<file path="src/rtl/timer_pkg.sv">
// Shared definitions for the memory-mapped machine timer: register offsets,
// CTRL bit positions and reset values.
package timer_pkg;

    // Byte offsets of the timer registers within the 32-byte window
    typedef enum logic [4:0] {
        MTIME_LO_OFF    = 5'h00,
        MTIME_HI_OFF    = 5'h04,
        MTIMECMP_LO_OFF = 5'h08,
        MTIMECMP_HI_OFF = 5'h0C,
        TIMER_CTRL_OFF  = 5'h10
    } type_timer_addr;

    // CTRL register layout
    localparam int CTRL_W          = 2;
    localparam int CTRL_CNT_EN_BIT = 0;
    localparam int CTRL_IRQ_EN_BIT = 1;

    // Compare register resets to the maximum so no interrupt fires out of reset
    localparam logic [63:0] MTIMECMP_RST = 64'hFFFF_FFFF_FFFF_FFFF;

    // CTRL read-back: unimplemented bits read as zero
    function automatic logic [31:0] ctrl_readback(input logic [CTRL_W-1:0] ctrl);
        return {{(32 - CTRL_W){1'b0}}, ctrl};
    endfunction

endpackage

</file>
<file path="src/rtl/timer_prescaler.sv">
// Prescaler for the machine timer: emits a one-cycle tick every PRESCALE
// enabled cycles. Disabling freezes the count where it is.
module timer_prescaler #(
    parameter int unsigned PRESCALE = 1
) (
    input  logic clk,
    input  logic rst,
    input  logic en,
    output logic tick
);

    localparam int unsigned CNT_W = (PRESCALE > 1) ? $clog2(PRESCALE) : 1;
    localparam logic [CNT_W-1:0] CNT_LAST = CNT_W'(PRESCALE - 1);

    logic [CNT_W-1:0] cnt_q;
    logic [CNT_W-1:0] cnt_d;

    assign tick = en && (cnt_q == CNT_LAST);

    // Advance the count while enabled, wrapping on the tick cycle
    always_comb begin
        cnt_d = cnt_q;
        if (en) begin
            cnt_d = tick ? '0 : cnt_q + 1'b1;
        end
    end

    // Count register with synchronous active-low reset
    always_ff @(posedge clk) begin
        if (!rst) begin
            cnt_q <= '0;
        end else begin
            cnt_q <= cnt_d;
        end
    end

endmodule

</file>
<file path="src/rtl/mtimer_irq_gen.sv">
// RISC-V machine timer peripheral: 64-bit mtime, 64-bit mtimecmp and a CTRL
// register on a simple single-cycle bus; drives the CSR interrupt input.
// Build option: define MTIMER_IRQ_PULSE_EN to turn timer_irq into a
// single-cycle pulse on each rising edge of the compare condition instead of
// a level.
module mtimer_irq_gen
    import timer_pkg::*;
#(
    parameter int unsigned PRESCALE  = 1,
    parameter logic [31:0] BASE_ADDR = 32'h0000_2000
) (
    input  logic        clk,
    input  logic        rst,
    input  logic        bus_req,
    input  logic        bus_we,
    input  logic [31:0] bus_addr,
    input  logic [31:0] bus_wdata,
    output logic [31:0] bus_rdata,
    output logic        bus_rvalid,
    output logic        timer_irq
);

    logic [63:0]       mtime_q, mtime_d;
    logic [63:0]       mtimecmp_q, mtimecmp_d;
    logic [CTRL_W-1:0] ctrl_q, ctrl_d;
    logic [31:0]       rdata_q, rdata_d;
    logic              rvalid_q, rvalid_d;
    logic              irq_q, irq_d;
    logic              irq_cond;

    logic        sel;
    logic        rd_acc;
    logic        wr_acc;
    logic [4:0]  offset;
    logic        wr_mtime_lo, wr_mtime_hi, wr_cmp_lo, wr_cmp_hi, wr_ctrl;
    logic [31:0] rd_mux;
    logic        tick;
    logic [63:0] mtime_inc;

    assign offset = bus_addr[4:0];
    assign sel    = bus_req && (bus_addr[31:5] == BASE_ADDR[31:5]);
    assign rd_acc = sel && !bus_we;
    assign wr_acc = sel && bus_we;

    timer_prescaler #(
        .PRESCALE(PRESCALE)
    ) u_prescaler (
        .clk (clk),
        .rst (rst),
        .en  (ctrl_q[CTRL_CNT_EN_BIT]),
        .tick(tick)
    );

    // Decode write strobes and the read-data mux from the register offset
    always_comb begin
        wr_mtime_lo = 1'b0;
        wr_mtime_hi = 1'b0;
        wr_cmp_lo   = 1'b0;
        wr_cmp_hi   = 1'b0;
        wr_ctrl     = 1'b0;
        rd_mux      = '0;
        case (offset)
            MTIME_LO_OFF: begin
                wr_mtime_lo = wr_acc;
                rd_mux      = mtime_q[31:0];
            end
            MTIME_HI_OFF: begin
                wr_mtime_hi = wr_acc;
                rd_mux      = mtime_q[63:32];
            end
            MTIMECMP_LO_OFF: begin
                wr_cmp_lo = wr_acc;
                rd_mux    = mtimecmp_q[31:0];
            end
            MTIMECMP_HI_OFF: begin
                wr_cmp_hi = wr_acc;
                rd_mux    = mtimecmp_q[63:32];
            end
            TIMER_CTRL_OFF: begin
                wr_ctrl = wr_acc;
                rd_mux  = ctrl_readback(ctrl_q);
            end
            default: begin
                rd_mux = '0;
            end
        endcase
    end

    // Next register state: counting, with a bus write owning the half it targets.
    // Writing LO drops any carry into HI; writing HI keeps the LO increment.
    always_comb begin
        mtime_inc  = mtime_q + {63'd0, tick};
        mtime_d    = mtime_inc;
        mtimecmp_d = mtimecmp_q;
        ctrl_d     = ctrl_q;
        if (wr_mtime_lo) begin
            mtime_d = {mtime_q[63:32], bus_wdata};
        end
        if (wr_mtime_hi) begin
            mtime_d = {bus_wdata, mtime_inc[31:0]};
        end
        if (wr_cmp_lo) begin
            mtimecmp_d[31:0] = bus_wdata;
        end
        if (wr_cmp_hi) begin
            mtimecmp_d[63:32] = bus_wdata;
        end
        if (wr_ctrl) begin
            ctrl_d = bus_wdata[CTRL_W-1:0];
        end
    end

    // Read response: capture the pre-update value, hold it between reads
    always_comb begin
        rvalid_d = rd_acc;
        rdata_d  = rd_acc ? rd_mux : rdata_q;
    end

    assign irq_cond = ctrl_q[CTRL_IRQ_EN_BIT] && (mtime_q >= mtimecmp_q);

`ifdef MTIMER_IRQ_PULSE_EN
    logic cond_q;

    // Pulse on the rising edge of the compare condition only
    always_comb begin
        irq_d = irq_cond && !cond_q;
    end

    // Registered copy of the condition level for edge detection
    always_ff @(posedge clk) begin
        if (!rst) begin
            cond_q <= 1'b0;
        end else begin
            cond_q <= irq_cond;
        end
    end
`else
    // Level interrupt follows the compare condition with one cycle latency
    always_comb begin
        irq_d = irq_cond;
    end
`endif

    // Architectural registers and bus/interrupt outputs
    always_ff @(posedge clk) begin
        if (!rst) begin
            mtime_q    <= '0;
            mtimecmp_q <= MTIMECMP_RST;
            ctrl_q     <= '0;
            rdata_q    <= '0;
            rvalid_q   <= 1'b0;
            irq_q      <= 1'b0;
        end else begin
            mtime_q    <= mtime_d;
            mtimecmp_q <= mtimecmp_d;
            ctrl_q     <= ctrl_d;
            rdata_q    <= rdata_d;
            rvalid_q   <= rvalid_d;
            irq_q      <= irq_d;
        end
    end

    assign bus_rdata  = rdata_q;
    assign bus_rvalid = rvalid_q;
    assign timer_irq  = irq_q;

endmodule

</file>
<file path="config.mk">
export PLATFORM = sky130hd
export DESIGN_NAME = mtimer_irq_gen
export DESIGN_NICKNAME = d
export VERILOG_FILES = /design/src/rtl/timer_pkg.sv /design/src/rtl/timer_prescaler.sv /design/src/rtl/mtimer_irq_gen.sv
export SDC_FILE = /design/constraint.sdc
export NUM_CORES = 1
export LEC_CHECK = 0
export ABC_AREA = 1
export ABC_CLOCK_PERIOD_IN_PS = 2400
export BUFFER_PORTS_ARGS = -buffer_cell sky130_fd_sc_hd__buf_2
export CAP_MARGIN = 30
export CORE_MARGIN = 4
export CORE_UTILIZATION = 47
export CTS_CLUSTER_SIZE = 16
export DETAILED_ROUTE_END_ITERATION = 7
export PLACE_DENSITY = 0.66
export SLEW_MARGIN = 10
export SYNTH_ARGS = -nofsm -noshare
export SYNTH_HDL_FRONTEND = slang
export SYNTH_SLANG_ARGS = --single-unit
</file>
<file path="constraint.sdc">
create_clock -name clk -period 2.4 [get_ports clk]
set_clock_uncertainty 0.05 [all_clocks]
set_input_delay 0.24 -clock clk [delete_from_list [all_inputs] [get_ports clk]]
set_output_delay 0.24 -clock clk [all_outputs]
set_load 0.1 [all_outputs]
</file>
==> impl_metrics.toml, run 1 <==
[layout]
area.sequential_um2 = 3300
number_of_cells_in_the_finished_layout_apart_from_fillers = 2091
finish.utilization = 0.552
synth_to_final_area_change_pct = 15.2
drive_above_1_share = 0.123
nNetsFinal = 1927
multi_input_area_um2 = 6580
layout_commonest_cell = "nand2_1"
layout.cells.most_common_list = "499 x nand2_1, 203 x nor2_1, 186 x inv_1"
antennaDiodeCount = 0
n_fill_cell = 2321

[clocking]
clk-insertion-delay-late_ps = 440
cts.sink_count = 165
cts.root.buffer_cell = "clkbuf_16"
clk_pin_slew_worst_paths_ps = 70
cts_max_path_buffers = 2
number_of_buffers_created_by_cts = 17
tritoncts = "built"
ctsHoldBuffers = 0
cts_max_level = 4

[detailed_routing]
drt_first_pass_iters = 5
detailroute.via_count = 11600
route.final.wire_length_um = 39000
ant_nets = 0
remaining_drc_errors = 0
drt_iter0_markers = 972
drt-wirelength-per-cell_um = 18.7
vias_per_cell = 5.55

[hold_path]
holdPathStages = 3
hp-class = "input pin to flop"

[critical_path]
arrival_ps = 2600
setup.worst_path.start_class = "flop"
cell_chain_of_the_critical_path = "inv_1 -> nor2_1 -> ha_2 -> nand3_1 -> nor2_4 -> nand4_2 -> nor2_4 -> nand2_1 -> nand2_1 -> nand3_1 -> a21oi_1"
path_max_fanout = 7
critPathCaptureType = "flop"
r2r_cells = 11
crit_required_ps = 2710
cpPeakStageDelay_ps = 330
crit_type = "flop to flop"
slowest_stage = "dfxtp_1"

[synth]
synth.top_cell.area_share = 0.303
post_synth_instance_area_um2 = 10900
postSynthRegisterBits = 165
postSynth.topFlopCell = "dfxtp_1"
ys_seq_area_frac = 0.303
yosys_warnings = 0
synth_edf_count = 0
yosysUniqueCellTypes = 37
syn-instance-count = 1687
ys_async_sr_fraction = 0
yosys.area.top_type = "dfxtp_1"
synth_nets = 1821
avgSynthCellArea_um2 = 6.45
synth.top_cells.by_area = "dfxtp_1 30%, nand2_1 17%, ha_1 7.6%"

[floorplanning]
boundaryPins = 102
floorplan.die_area_um2 = 25700
die_h_um = 160
rows = 55
initial_utilization = 0.479
core_footprint_um2 = 22700
fp.dieW_um = 160

[global_routing]
first_global_vias = 11000
number_of_antenna_violations_at_the_first_check_in_global_routing = 1
grt_start_max_net_pins = 94
grt_first_pass_wirelength_um = 61400
grt_usage = 0.300
grt_overflow_total = 0

[timing]
final-hold-violation-count = 0
tightest_slew_ps = 745
timing.final.crit_period_ps = 2290
fmax_mhz = 437
finalCritPeriodShare = 0.953
report.final.slew_viol_count = 0
setup_repair_after_global_routing_missed_its_margin = "true"
finalHoldWorstSlack_ps = 57.0
max_slew_headroom = 0.503
finalSetupViolations = 0

[place]
gp_congestion = 1.02
port_buffers = 101
placed_cells = 2055
dp_hpwl_um = 29500

[power_and_ir_drop]
cellPowerDensity_nw_per_um2 = 475
vdd_drop_max_mv = 0.550
cellLeakagePower_nw = 6.14

[run]
cap_viol_max_count = 0

[outcome]
run_status = "completed"
[what timing repair did]
item / CTS / global route
pin swaps: 1 / 5
resized for setup: 0 / 11
setup endpoints to repair: 1 / 27
setup buffers: 1 / 3
[cells by family after synthesis]
| family | count (synthesis) | share of synthesized area |
|---|---|---|
| compound gates | 290 | 0.159 |
| xor+xnor | 43 | 0.0346 |
| fa+ha+maj | 66 | 0.0759 |
| buf+inv | 263 | 0.0954 |
| flops | 165 | 0.303 |
| simple gates | 860 | 0.331 |
[Yosys cell counts, types with 3 or more instances]
library cell,count
nand2_1,501
nor2_1,205
inv_1,188
dfxtp_1,165
a21oi_1,128
nand4_1,67
o211ai_1,67
ha_1,66
o21ai_0,53
nand3_1,47
clkbuf_1,43
xor2_1,23
o2111ai_1,21
xnor2_1,20
buf_2,17
buf_4,8
nor3_1,8
o22ai_1,8
nor2_2,7
nand3b_1,5
nor2_4,5
o21ai_1,5
buf_1,4
nand3_2,4
a211oi_1,3
a21o_1,3
inv_2,3
[critical path, delay by kind of cell (launching register included)]
kind	cells	cell delay, ps
AOI/OAI and AO/OA	1	150
and+or+nand+nor	8	1400
buffers and inverters	1	60
DFF	1	330
adders and majority gates	1	230
[report_power, final]
| part | switching (W) | internal (W) | leakage [nW] | total, W |
|---|---|---|---|---|
| Clock | 0.00127 | 0.00169 | 0.290 | 0.00297 |
| Sequential | 0.000000000000380 | 0.00274 | 1.33 | 0.00274 |
| Combinational | 0.000181 | 0.0000763 | 4.52 | 0.000257 |
[layer usage]
metal  up-vias  GRT usage  part of all wire
met2       448      0.483              0.45
li1       5769          -                 -
met5         -          0           0.00036
met4         2     0.0927             0.027
met1      5321      0.418              0.45
met3        72     0.0434             0.070
[final timing paths]
path | startpoint | end | slack, ps
setup reg to reg | ctrl_q[0]$_SDFFE_PN0P_ | mtime_q[41]$_SDFFE_PN0P_ | 110
setup / recovery | ctrl_q[0]$_SDFFE_PN0P_ | mtime_q[41]$_SDFFE_PN0P_ | 110
hold / removal | bus_wdata[23] | mtime_q[23]$_SDFF_PN0_ | 60
hold reg to reg | ctrl_q[0]$_SDFFE_PN0P_ | u_prescaler.cnt_q$_SDFFE_PN0P_ | 360
[final cells by class]
| cell class | count | area share |
|---|---|---|
| timing repair buffer | 159 | 0.0770 |
| clock inverter | 12 | 0.0134 |
| inverter | 191 | 0.0572 |
| clock buffer | 20 | 0.0356 |
| tap | 285 | 0.0284 |
| multi-input combinational | 1259 | 0.525 |
| sequential | 165 | 0.263 |
[through the flow]
stage	setup TNS (ps)	setup slack, ps	instance area [µm²]	power, W
5_1_grt	-365	-84.2	12500	0.00612
3_3_place_gp	0	102	11900	0.00305
3_5_place_dp	0	21.2	11900	0.00305
6_report	0	112	12500	0.00596
4_1_cts	0	29.3	12500	0.00599
2_1_floorplan	0	490	10900	0.00292
[flip-flops by register name (all words and copies together) (netlist names)]
| signal | cells |
|---|---|
| bus_rdata | 32 |
| timer_irq | 1 |
| ctrl_q | 2 |
| u_prescaler.cnt_q | 1 |
| bus_rvalid | 1 |
| mtime_q | 64 |
| mtimecmp_q | 64 |
(Power assumes the default switching activity.)
==> run 2: changes to the inputs <==
- HOLD_SLACK_MARGIN: default -> 0.08
- SYNTH_HIERARCHICAL: default -> 1
==> impl_metrics.toml, run 2 <==
[timing]
finalCritPeriodShare = 0.930
fmax_mhz = 448
final-hold-violation-count = 0
tightest_slew_ps = 960
finalSetupViolations = 0
max_slew_headroom = 0.357
timing.final.crit_period_ps = 2230
totalNegativeSetupSlack_ps = 0
report.final.slew_viol_count = 0
final.setup.worst_slack_ps = 167
setup_repair_after_global_routing_missed_its_margin = "false"
finalHoldWorstSlack_ps = 88.5

[global_routing]
grt_start_max_net_pins = 99
grt_overflow_total = 0
grt_first_pass_wirelength_um = 60300
number_of_antenna_violations_at_the_first_check_in_global_routing = 0
grt_usage = 0.294
first_global_vias = 10800

[hold_path]
hp-class = "input pin to flop"

[floorplanning]
fp.dieW_um = 160
initial_utilization = 0.479
floorplan.die_area_um2 = 25700
rows = 55
die_h_um = 160
core_footprint_um2 = 22700
boundaryPins = 102

[critical_path]
path_buf_inv = 1
cpPeakStageDelay_ps = 350
crit_type = "flop to flop"
setup.worst_path.start_class = "flop"
arrival_ps = 2550
critPathCaptureType = "flop"
path_max_fanout = 6
slowest_stage = "dfxtp_1"
crit_required_ps = 2710
cell_chain_of_the_critical_path = "inv_1 -> nor2_1 -> ha_1 -> ha_2 -> nand2_2 -> nor2_4 -> nand2_2 -> nor2_4 -> nand2_2 -> nor2_4 -> nor2_1 -> nand3b_1 -> a21oi_1"
crit_family = "simple AND/OR/NAND/NOR gates"

[detailed_routing]
drt_iter0_markers = 1028
route.final.wire_length_um = 37800
drt_first_pass_iters = 6
drt-wirelength-per-cell_um = 18.3
vias_per_cell = 5.51
detailroute.via_count = 11400
ant_nets = 0
remaining_drc_errors = 0

[power_and_ir_drop]
vdd_drop_max_mv = 0.342
cellPowerDensity_nw_per_um2 = 460
cellLeakagePower_nw = 6.13

[place]
dp_hpwl_um = 28700
area_of_placed_instances_um2 = 11800
gp_congestion = 0.984
detailedPlace.worstSlack_ps = 179
port_buffers = 101

[synth]
synthTopCellsByCount = "445 x nand2_1, 188 x inv_1, 176 x nor2_1, 165 x dfxtp_1, 143 x a21oi_1"
avgSynthCellArea_um2 = 6.56
synth.top_cells.by_area = "dfxtp_1 30%, nand2_1 15%, ha_1 7.6%"
ys_async_sr_fraction = 0
synth.top_cell.area_share = 0.304
syn-instance-count = 1658
ys_seq_area_frac = 0.304
yosysUniqueCellTypes = 39
synth_nets = 1792
yosys.area.top_type = "dfxtp_1"
postSynthRegisterBits = 165
yosys_warnings = 6
synth_edf_count = 0
postSynth.topFlopCell = "dfxtp_1"
post_synth_instance_area_um2 = 10900
yosys.cell_count.top_type = "nand2_1"

[layout]
nNetsFinal = 1901
final_area_um2 = 12500
drive_above_1_share = 0.121
n_fill_cell = 2283
antennaDiodeCount = 0
layout_commonest_cell = "nand2_1"
synth_to_final_area_change_pct = 15.2
layout.cells.most_common_list = "445 x nand2_1, 187 x inv_1, 174 x nor2_1"

[clocking]
tritoncts = "built"
cts_max_path_buffers = 2
number_of_buffers_created_by_cts = 17
cts.repair_timing.setup_buffer_count = 0
cts.sink_count = 165
cts_max_level = 4
clk-insertion-delay-late_ps = 440
cts.root.buffer_cell = "clkbuf_16"
clk_pin_slew_worst_paths_ps = 70

[outcome]
run_status = "completed"

[run]
cap_viol_max_count = 0
-- run 2: cell types whose count changed after synthesis, sizes merged, moves of 9 or more --
| cell | change |
|---|---|
| o21ai | +52 |
| nand2 | -50 |
| nor2 | -25 |
| a21oi | +15 |
| o2111ai | -12 |
| buf | +9 |
-- run 2: final timing paths --
path / endpoint / slack (ps) / from / depth (start not counted)
hold reg to reg: u_prescaler/cnt_q$_SDFFE_PN0P_ / 390 / ctrl_q[0]$_SDFFE_PN0P_ / 1
hold / removal: mtimecmp_q[44]$_SDFFE_PN1P_ / 90 / bus_wdata[12] / 3
setup reg to reg: mtime_q[38]$_SDFFE_PN0P_ / 170 / ctrl_q[0]$_SDFFE_PN0P_ / 13
setup / recovery: mtime_q[38]$_SDFFE_PN0P_ / 170 / ctrl_q[0]$_SDFFE_PN0P_ / 13
-- run 2: logic make-up (layout without fill, tap and decap cells) --
logic type	after synthesis	in the layout	share of synthesized area
AND/OR/NAND/NOR	782	782	0.307
AO/OA/AOI/OAI	339	339	0.177
buffers and inverters	266	387	0.105
flip-flops	165	165	0.304
adder cells (fa/ha/maj)	66	66	0.0759
XOR/XNOR	40	40	0.0322
-- run 2: timing repair --
item | 4_1_cts | 5_1_grt
endpoints found under the hold margin | 22 | 0
setup endpoints to repair | 0 | 4
hold buffers | 15 | 0
gates resized for setup | 0 | 4
-- run 2: power breakdown --
group | switching, W | internal [W] | total, W
Combinational | 0.000186 | 0.0000959 | 0.000282
Clock | 0.00125 | 0.00149 | 0.00274
Sequential | 0.000000000000397 | 0.00274 | 0.00274
-- run 2: routing by layer --
layer	global-route usage	wire length, µm	up-vias
met2	0.495	17800	346
li1	-	-	5685
met5	0	0	-
met4	0.0872	1010	0
met1	0.397	17200	5279
met3	0.0351	1850	55
-- run 2: cell type report --
class	instances	area (µm²)	area share
clock buffer	19	453	0.0361
clock inverter	12	119	0.00948
inverter	192	721	0.0575
multi-input combinational	1227	6450	0.515
sequential	165	3300	0.263
tap	285	357	0.0284
timing repair buffer	164	1130	0.0900
-- run 2: worst reg2reg max path, stage by stage, from the launching register on --
cell and delay, ps:
dfxtp_1 350, inv_1 50, nor2_1 80, ha_1 190, ha_2 200, nand2_2 70, nor2_4 230, nand2_2 120
nor2_4 200, nand2_2 110, nor2_4 120, nor2_1 50, nand3b_1 160, a21oi_1 180
-- run 2: per-stage QoR --
step,total power (W),utilization,instances
floorplan,0.00292,-,1658
global placement,0.00306,0.520,2018
detailed placement,0.00306,0.520,2018
CTS,0.00579,0.551,2064
global route,0.00595,0.552,2064
finish,0.00576,0.552,2064
==> run 3: changes to the inputs <==
- BUFFER_PORTS_ARGS: -buffer_cell sky130_fd_sc_hd__buf_2 -> -buffer_cell sky130_fd_sc_hd__buf_4
- CORE_UTILIZATION: 47 -> 25
- PLACE_DENSITY: 0.66 -> default
- SLEW_MARGIN: 10 -> default
==> impl_metrics.toml, run 3 (synthesis results as in run 2) <==
[floorplanning]
die_h_um = 217
floorplan.die_area_um2 = 46900
rows = 76
core_footprint_um2 = 43100
boundaryPins = 102
fp.dieW_um = 217
initial_utilization = 0.253

[critical_path]
cell_chain_of_the_critical_path = "inv_1 -> nor2_1 -> ha_2 -> nand3_2 -> nor2_4 -> nand4_1 -> nor2_4 -> buf_4 -> nand3_1 -> nand2_1 -> nand3_1 -> a21oi_1"
cpPeakStageDelay_ps = 360
crit_required_ps = 2730
path_max_fanout = 4
arrival_ps = 2590
crit_type = "flop to flop"
critPathCaptureType = "flop"
slowest_stage = "dfxtp_1"
setup.worst_path.start_class = "flop"

[global_routing]
grt_usage = 0.173
grt_overflow_total = 0
grt_first_pass_wirelength_um = 63900
first_global_vias = 11200
number_of_antenna_violations_at_the_first_check_in_global_routing = 1
grt_start_max_net_pins = 65

[layout]
nNetsFinal = 1930
final_area_um2 = 13400
layout_commonest_cell = "nand2_1"
number_of_cells_in_the_finished_layout_apart_from_fillers = 2393
synth_to_final_area_change_pct = 23.3
n_fill_cell = 4724
drive_above_1_share = 0.129
layout.cells.most_common_list = "443 x nand2_1, 187 x inv_1, 175 x nor2_1"
antennaDiodeCount = 0
finish.utilization = 0.312

[power_and_ir_drop]
power.net_switching_w = 0.00143
cellLeakagePower_nw = 6.33
power_switching_share = 0.236
pwr-share-clk = 0.494
cellPowerDensity_nw_per_um2 = 453
cell_internal_pwr_w = 0.00464
vdd_drop_max_mv = 0.443
power.share.combinational = 0.055
seqPwrFrac = 0.451

[place]
area_of_placed_instances_um2 = 12500
detailedPlace.worstSlack_ps = 187
placed_cells = 2332
gp_congestion = 0.958
port_buffers = 101
dp_hpwl_um = 31900

[run]
cap_viol_max_count = 0

[timing]
report.final.slew_viol_count = 0
tightest_slew_ps = 488
setup_repair_after_global_routing_missed_its_margin = "true"
final.setup.worst_slack_ps = 144
fmax_mhz = 443
max_slew_headroom = 0.675
finalSetupViolations = 0
finalCritPeriodShare = 0.940
timing.final.crit_period_ps = 2260
final-hold-violation-count = 0

[detailed_routing]
drt-wirelength-per-cell_um = 17.2
detailroute.via_count = 11500
ant_nets = 0
vias_per_cell = 4.80
remaining_drc_errors = 0
drt_iter0_markers = 873
route.final.wire_length_um = 41100
drt_first_pass_iters = 5

[hold_path]
hp-class = "input pin to flop"

[clocking]
cts_max_level = 4
clk_pin_slew_worst_paths_ps = 70
clk-insertion-delay-late_ps = 460
tritoncts = "built"
cts.sink_count = 165
cts_max_path_buffers = 2
number_of_buffers_created_by_cts = 17
cts.root.buffer_cell = "clkbuf_16"

[outcome]
run_status = "completed"
run 3: changes by cell type in the layout (fill, tap and decap cells not counted), moves of 3 or more:
cell,before,now
buf_12,9,4
buf_2,101,0
buf_4,39,160
bufinv_16,1,4
clkinvlp_4,3,0
dlygate4sd3_1,15,29
inv_6,4,1
run 3: critical path: cells and delay by family (launching register included):
kind / cells / cell delay, ps
compound gates: 1 / 150
fa+ha+maj: 1 / 200
buf+inv: 2 / 220
flops: 1 / 360
simple gates: 8 / 1220
run 3: final timing paths:
path                                  start                             end  slack (ps)  cells past startpoint
max                  ctrl_q[0]$_SDFFE_PN0P_        mtime_q[57]$_SDFFE_PN0P_         140                     12
max reg2reg          ctrl_q[0]$_SDFFE_PN0P_        mtime_q[57]$_SDFFE_PN0P_         140                     12
min reg2reg  u_prescaler/cnt_q$_SDFFE_PN0P_  u_prescaler/cnt_q$_SDFFE_PN0P_         400                      2
min                            bus_wdata[4]           mtime_q[4]$_SDFF_PN0_         100                      3
run 3: final cells by class:
cell class	count	area, µm²	share of cell area
clock inverters	12	179	0.0133
well taps	585	732	0.0545
flip-flops and latches	165	3300	0.246
repair buffers	193	1570	0.117
inverters	192	721	0.0537
multi-input cells	1227	6470	0.482
clock buffers	19	443	0.0330
run 3: power by group through the flow:
stage / clock (W) / combinational [W] / sequential (W)
final: 0.00300 / 0.000335 / 0.00274
after global routing: 0.00316 / 0.000363 / 0.00273
after CTS: 0.00304 / 0.000335 / 0.00274
after detailed placement: 0 / 0.000295 / 0.00280
after global placement: 0 / 0.000292 / 0.00280
after floorplan: 0 / 0.000118 / 0.00280
run 3: per-stage QoR:
| step | hold slack [ps] | total power, W | setup TNS, ps |
|---|---|---|---|
| after global routing | 99.0 | 0.00625 | -36.2 |
| after floorplan | 311 | 0.00292 | 0 |
| after detailed placement | 381 | 0.00309 | 0 |
| final | 99.3 | 0.00607 | 0 |
| after CTS | 83.9 | 0.00611 | 0 |
| after global placement | 373 | 0.00309 | 0 |
run 3: timing repair:
item,in CTS,in global routing
setup endpoints to repair,0,12
endpoints found under the hold margin,69,0
buffers inserted,0,1
resized for setup,0,8
hold buffers,29,0
run 3: layer usage:
metal  GRT usage  up-vias  wire length (µm)
li1            -     5740                 -
met1       0.238     5352             19300
met2       0.287      333             19100
met3      0.0247       48              2070
met4      0.0412        2               665
met5           0        -                13
